==> config.mk <==
export PLATFORM = sky130hd
export DESIGN_NAME = fetch_buffer
export DESIGN_NICKNAME = d
export VERILOG_FILES = /design/src/rtl/fetch_pkg.sv /design/src/rtl/fetch_fifo.sv /design/src/rtl/fetch_buffer.sv
export SDC_FILE = /design/constraint.sdc
export NUM_CORES = 1
export LEC_CHECK = 0
export BUFFER_PORTS_ARGS = -buffer_cell sky130_fd_sc_hd__buf_2
export CAP_MARGIN = 20
export CORE_ASPECT_RATIO = 1.75
export CORE_MARGIN = 10
export CORE_UTILIZATION = 25
export DETAILED_ROUTE_END_ITERATION = 16
export MAX_ROUTING_LAYER = met4
export REMOVE_ABC_BUFFERS = 1
export SYNTH_ARGS = -nofsm -noshare
export SYNTH_HDL_FRONTEND = slang
export SYNTH_SLANG_ARGS = --single-unit
==> constraint.sdc <==
create_clock -name clk -period 4.1 [get_ports clk]
set_input_delay 0.615 -clock clk [delete_from_list [all_inputs] [get_ports clk]]
set_output_delay 0.615 -clock clk [all_outputs]
set_load 0.02 [all_outputs]
==> src/rtl/fetch_pkg.sv <==
// rtl/fetch_pkg.sv - shared state encoding, constants and entry type for the fetch buffer
package fetch_pkg;

  typedef enum logic [1:0] {
    S_INIT  = 2'd0,
    S_FETCH = 2'd1,
    S_ERR   = 2'd2
  } fetch_state_e;

  localparam int PC_INC     = 4;
  localparam int FETCH_XLEN = 32;

  typedef struct packed {
    logic [FETCH_XLEN-1:0] pc;
    logic [FETCH_XLEN-1:0] instr;
  } fetch_entry_t;

endpackage

==> src/rtl/fetch_fifo.sv <==
// rtl/fetch_fifo.sv - small synchronous FIFO with flush; head is zero when empty
module fetch_fifo #(
  parameter int WIDTH = 32,
  parameter int DEPTH = 4,
  localparam int CW = $clog2(DEPTH + 1),
  localparam int PW = (DEPTH > 1) ? $clog2(DEPTH) : 1
) (
  input  logic             clk,
  input  logic             rst,
  input  logic             push,
  input  logic [WIDTH-1:0] push_data,
  input  logic             pop,
  input  logic             flush,
  output logic [WIDTH-1:0] head,
  output logic [CW-1:0]    count,
  output logic             full,
  output logic             empty
);

  logic [WIDTH-1:0] mem [DEPTH];
  logic [PW-1:0]    wr_ptr;
  logic [PW-1:0]    rd_ptr;
  logic             do_push;
  logic             do_pop;

  // Depth need not be a power of two, so pointers wrap explicitly.
  function automatic logic [PW-1:0] bump(input logic [PW-1:0] p);
    return (p == PW'(DEPTH - 1)) ? '0 : p + 1'b1;
  endfunction

  assign empty   = (count == '0);
  assign full    = (count == CW'(DEPTH));
  assign do_pop  = pop && !empty;
  assign do_push = push && (!full || do_pop);
  assign head    = empty ? '0 : mem[rd_ptr];

  always_ff @(posedge clk) begin
    if (do_push) begin
      mem[wr_ptr] <= push_data;
    end
  end

  always_ff @(posedge clk) begin
    if (rst || flush) begin
      wr_ptr <= '0;
      rd_ptr <= '0;
      count  <= '0;
    end else begin
      if (do_push) begin
        wr_ptr <= bump(wr_ptr);
      end
      if (do_pop) begin
        rd_ptr <= bump(rd_ptr);
      end
      count <= count + CW'(do_push) - CW'(do_pop);
    end
  end

endmodule

==> src/rtl/fetch_buffer.sv <==
// rtl/fetch_buffer.sv - multi-outstanding sequential fetcher with in-order buffer; FETCH_MISALIGN_CHK_EN enables misaligned-redirect trap
module fetch_buffer
  import fetch_pkg::*;
#(
  parameter int              BITS      = 32,
  parameter int              DEPTH     = 4,
  parameter int              MAX_OUTST = 2,
  parameter logic [BITS-1:0] RESET_PC  = '0
) (
  input  logic            clk,
  input  logic            rst,
  output logic            proc_req,
  output logic            we,
  output logic [BITS-1:0] ADDR_OUT,
  input  logic            mem_rdy,
  input  logic            valid,
  input  logic [BITS-1:0] RDATA,
  output logic            instr_valid,
  output logic [BITS-1:0] INSTR_OUT,
  output logic [BITS-1:0] PC_OUT,
  input  logic            instr_ready,
  input  logic            redirect,
  input  logic [BITS-1:0] redirect_addr,
  output logic            misalign_err
);

  localparam int CW = $clog2(DEPTH + 1);
  localparam int TW = $clog2(MAX_OUTST + 1);

  typedef struct packed {
    logic [BITS-1:0] pc;
    logic [BITS-1:0] instr;
  } entry_t;

  fetch_state_e    state;
  logic [BITS-1:0] fetch_pc;
  logic [CW-1:0]   outst;
  logic [CW-1:0]   drop_cnt;
  logic [CW-1:0]   count;
  logic [CW-1:0]   outst_nxt;
  logic [TW-1:0]   tag_count;
  logic [BITS-1:0] tag_pc;
  logic [BITS-1:0] redir_pc;
  entry_t          buf_head;
  logic            accept;
  logic            misalign;
  logic            redir_take;
  logic            rsp_ret;
  logic            rsp_drop;
  logic            rsp_keep;
  logic            tag_full;
  logic            tag_empty;
  logic            buf_full;
  logic            buf_empty;

  assign we       = 1'b0;
  assign ADDR_OUT = fetch_pc;

  // Credit rule: every accepted request already owns a buffer slot.
  assign proc_req = (state == S_FETCH)
                 && (outst < CW'(MAX_OUTST))
                 && (({1'b0, outst} + {1'b0, count}) < (CW + 1)'(DEPTH));
  assign accept   = proc_req && mem_rdy;

`ifdef FETCH_MISALIGN_CHK_EN
  assign misalign = (redirect_addr[1:0] != 2'b00);
  assign redir_pc = redirect_addr;
`else
  assign misalign = 1'b0;
  assign redir_pc = {redirect_addr[BITS-1:2], 2'b00};
`endif

  assign redir_take = (state == S_FETCH) && redirect && !misalign;

  // A response landing in the redirect cycle belongs to the old stream.
  assign rsp_ret   = valid && (outst != '0);
  assign rsp_drop  = rsp_ret && ((drop_cnt != '0) || redir_take);
  assign rsp_keep  = rsp_ret && !rsp_drop;
  assign outst_nxt = outst + CW'(accept) - CW'(rsp_ret);

  fetch_fifo #(
    .WIDTH (BITS),
    .DEPTH (MAX_OUTST)
  ) u_tag_q (
    .clk       (clk),
    .rst       (rst),
    .push      (accept),
    .push_data (fetch_pc),
    .pop       (rsp_keep),
    .flush     (redir_take),
    .head      (tag_pc),
    .count     (tag_count),
    .full      (tag_full),
    .empty     (tag_empty)
  );

  fetch_fifo #(
    .WIDTH (2 * BITS),
    .DEPTH (DEPTH)
  ) u_instr_buf (
    .clk       (clk),
    .rst       (rst),
    .push      (rsp_keep),
    .push_data ({tag_pc, RDATA}),
    .pop       (instr_valid && instr_ready),
    .flush     (redir_take),
    .head      (buf_head),
    .count     (count),
    .full      (buf_full),
    .empty     (buf_empty)
  );

  assign instr_valid = !buf_empty;
  assign INSTR_OUT   = buf_head.instr;
  assign PC_OUT      = buf_head.pc;

  always_ff @(posedge clk) begin
    if (rst) begin
      state    <= S_INIT;
      fetch_pc <= RESET_PC;
      outst    <= '0;
      drop_cnt <= '0;
    end else begin
      outst <= outst_nxt;
      // Requests accepted in the redirect cycle itself are also stale.
      if (redir_take) begin
        drop_cnt <= outst_nxt;
      end else if (valid && (drop_cnt != '0)) begin
        drop_cnt <= drop_cnt - 1'b1;
      end
      if (redir_take) begin
        fetch_pc <= redir_pc;
      end else if (accept) begin
        fetch_pc <= fetch_pc + BITS'(PC_INC);
      end
      case (state)
        S_INIT:  state <= S_FETCH;
        S_FETCH: if (redirect && misalign) state <= S_ERR;
        default: state <= state;
      endcase
    end
  end

`ifdef FETCH_MISALIGN_CHK_EN
  always_ff @(posedge clk) begin
    if (rst) begin
      misalign_err <= 1'b0;
    end else if ((state == S_FETCH) && redirect && misalign) begin
      misalign_err <= 1'b1;
    end
  end

  logic unused_sigs;
  assign unused_sigs = ^{tag_full, tag_empty, tag_count, buf_full};
`else
  assign misalign_err = 1'b0;

  logic unused_sigs;
  assign unused_sigs = ^{tag_full, tag_empty, tag_count, buf_full, redirect_addr[1:0]};
`endif

endmodule

==> run_results.csv <==
group,metric,value,unit
run_status,run_status,"finished clean",
place,place_hpwl,22.40,mm
power_and_ir_drop,power.switching,3.187,mW
detailed_routing,ant_nets,0,
power_and_ir_drop,power.share.switching,30.76,%
timing,finalClockSkew,18.29,ps
clock_tree,cts.reportedPaths.clkPinSlew,60,ps
min_path,min_path_type,"input port to flip-flop",
floorplanning,start_util,25.12,%
floorplanning,die_w,201.0,um
yosys,syn_area_per_cell,16.80,um2
grt,grt.overflow.total,0,
grt,antenna_found_initial,3,
yosys,ys.flop_type,"edfxtp_1",
yosys,ys_seq_elements,359,
yosys,postSynthCellCount,853,
clock_tree,root_buffer,"clkbuf_16",
final_layout,final_util,30.23,%
worst_setup_path,endpoint_kind,"output port",
clock_tree,htree_levels,2,
yosys,yosysTopAreaCell,"edfxtp_1",
yosys,synthMuxAreaShare,11.98,%
detailed_routing,drt-total-wl,33.18,mm
timing,finalCriticalPeriod,3198,ps
timing,fmax,312.7,MHz
yosys,synth_top_area_share,64.55,%
yosys,synth_edf_count,308,
worst_setup_path,cp.arrival,2580,ps
grt,grt_pass1_vias,8331,
timing,hold_viol,0,
grt,grt_use_total,9.980,%
power_and_ir_drop,ir_drop,0.3201,mV
grt,met3_usage,1.422,%
final_layout,fill_cells,5659,
floorplanning,die_h,336.7,um
yosys,yosys_warnings,0,
final_layout,fin_area,17250,um2
timing,slew_headroom,35.24,%
worst_setup_path,ff2ff_setup_slack,1030,ps
detailed_routing,drc_errors,0,
power_and_ir_drop,p_comb_share,25.7,%
clock_tree,cts_tree,"done",
yosys,ys_seq_area_share,71.68,%
clock_tree,insertion_delay,530,ps
yosys,syn-cell-area,14330,um2
power_and_ir_drop,internal-power,7.174,mW
grt,top_usage_layer,"met2",
timing,setup_slack,901.7,ps
worst_setup_path,critPathMaxFanout,23,
grt,grt_pass1_wl,50.44,mm
detailed_routing,viasPerCell,4.241,
yosys,synth-xor-area-share,1.834,%
power_and_ir_drop,power.density,600.8,nW/um2
worst_setup_path,crit_type,"flip-flop to output port",
detailed_routing,wire_per_inst,18.33,um
job,drv_cap,0,
power_and_ir_drop,seq_power_share,42.9,%
floorplanning,pin_count,170,
final_layout,syn2layout_area_growth,20.37,%
worst_setup_path,worstPathRequired,3480,ps
place,gp_congestion,0.7382,
clock_tree,clk_path_buf_depth,3,
clock_tree,cts_buffers,34,
yosys,synth-async-reset-ratio,0,%
yosys,synth_area_leaders,"edfxtp_1 (65%), mux4_2 (9.7%), dfxtp_1 (7.1%)",
yosys,synthAdderAreaFrac,1.764,%
detailed_routing,route.vias.total,7677,
clock_tree,postCtsSetupBuffers,0,
place,pre_cts_slack,1033,ps
floorplanning,core-area,57040,um2
clock_tree,cts.sinks,359,
worst_setup_path,critPathLaunchType,"flip-flop",
yosys,synth_top_family_by_area,"multiplexers",
power_and_ir_drop,power.leakage,5.778,nW
floorplanning,num_rows,116,
place,io_buffers,161,
detailed_routing,drt_iter0_drc,258,
timing,period_share,78.01,%
grt,use_met1,11.25,%
yosys,ys_types,40,
timing,drv_slew,0,
grt,grt_max_degree,68,
clock_tree,cts-resized-gates,0,
grt,grtUsageMet2,17.21,%
power_and_ir_drop,clock_power_share,31.5,%
floorplanning,die_area,67660,um2
place,placedInstanceArea,16090,um2
clock_tree,ctsHoldBuffers,0,
yosys,synth_simple_gate_area_share,7.720,%
detailed_routing,first_pass_iters,5,
final_layout,drive_gt1_share,29.30,%
yosys,synth_compound_area_share,2.856,%
final_layout,fin_cells,1810,
final_layout,layout.nets,1107,
timing,worst_pin_slew,971.4,ps
timing,rsz0062_at_grt,"false",
place,place_inst,1749,
timing,setup_violations,0,
-- worst max-delay path, stage by stage, from the launching register on --
cell and delay, ps:
dfxtp_4 690, buf_4 420, mux4_2 550, and2_1 210, buf_2 170
-- power groups by stage --
stage	clock (mW)	sequential (mW)	combinational, mW
2_1_floorplan	0	4.55	1.64
3_3_place_gp	0	4.51	2.77
3_5_place_dp	0	4.53	2.79
4_1_cts	3.38	4.45	2.80
5_1_grt	3.49	4.47	2.96
6_report	3.26	4.44	2.66
-- cells in the final DEF (no fill, tap or decap), types with 6 or more instances in the layout --
master / instances
a211oi_1: 6
a21oi_1: 23
a31oi_1: 7
and2_1: 64
and3_1: 7
buf_2: 161
buf_4: 10
clkbuf_16: 35
conb_1: 6
dfxtp_1: 48
edfxtp_1: 308
ha_1: 17
inv_1: 21
mux2i_1: 32
mux4_2: 62
nand2_1: 19
nand3_1: 11
nand4_1: 7
nor2_1: 49
nor3_1: 9
nor4_1: 9
o21ai_0: 30
xnor2_1: 24
xor2_1: 6
-- routing by layer --
metal  wire length (um)  part of all wire (%)  vias to the layer above
li1                   -                     -                     3594
met1              13700                    41                     3833
met4               1077                   3.2                        0
met5                  0                     0                        -
met3               1242                   3.7                       59
met2              17160                    52                      191
-- synthesized netlist by cell type (3+ instances only) --
master    count
nor2b_1       3
xor2_1        6
buf_1        11
xnor2_1      24
edfxtp_1    308
and3_1        7
nand2_1      20
nor4_1        9
a31oi_1       7
buf_4         7
nor2_1       50
o21ai_0      30
a21oi_1      23
and2_1       68
ha_1         17
a211oi_1      6
nand3_1      11
clkbuf_1     32
and4_1        4
mux4_2       62
nand4_1       7
nor3_1        9
mux2i_1      32
dfxtp_1      51
inv_1        21
or3_1         5
o31ai_1       3
or4_1         5
-- final timing paths --
kind	startpoint	endpoint	cells after the start
setup / recovery	flip-flop	PC_OUT[8]	4
hold / removal	RDATA[17]	u_instr_buf.mem[0][17]	1
setup reg to reg	u_instr_buf.count[2]	drop_cnt[2]	10
hold reg to reg	u_instr_buf.rd_ptr[1]	flip-flop	2
-- cell families (layout without fill, tap and decap cells) --
kind of cell / Yosys count / after routing
buffers and inverters: 74 / 257
AO/OA/AOI/OAI: 73 / 73
adder cells (fa/ha/maj): 19 / 19
other: 1 / 8
XOR/XNOR: 30 / 30
flip-flops: 359 / 359
AND/OR/NAND/NOR: 203 / 203
multiplexers: 94 / 94
-- area by class of cell --
| class | instances | area, um2 | area share, % |
|---|---|---|---|
| antenna | 2 | 5.005 | 0.02902 |
| clock buffer | 41 | 908.4 | 5.267 |
| clock inverter | 18 | 241.5 | 1.400 |
| inverter | 22 | 82.58 | 0.4789 |
| multi-input combinational | 425 | 3789 | 21.97 |
| sequential | 359 | 10280 | 59.60 |
| tap | 767 | 959.7 | 5.565 |
| timing repair buffer | 176 | 980.9 | 5.688 |
-- state kept, by name, indices dropped and copies added (netlist names), 2 cells and up, named ones only --
| signal | cells |
|---|---|
| u_tag_q.count | 2 |
| u_instr_buf.wr_ptr | 2 |
| u_tag_q.mem | 60 |
| u_instr_buf.rd_ptr | 2 |
| drop_cnt | 3 |
| outst | 3 |
| u_instr_buf.count | 3 |
| ADDR_OUT | 30 |
| u_instr_buf.mem | 248 |
-- stage by stage --
step / power, mW / hold slack [ps] / setup TNS [ps]
2_1_floorplan: 6.185 / 454.1 / -6499
5_1_grt: 10.92 / 286.4 / 0
6_report: 10.36 / 301.4 / 0
3_3_place_gp: 7.275 / 456.4 / 0
4_1_cts: 10.63 / 263.4 / 0
3_5_place_dp: 7.313 / 464.8 / 0
No activity file was read; power rests on OpenSTA's default activity.
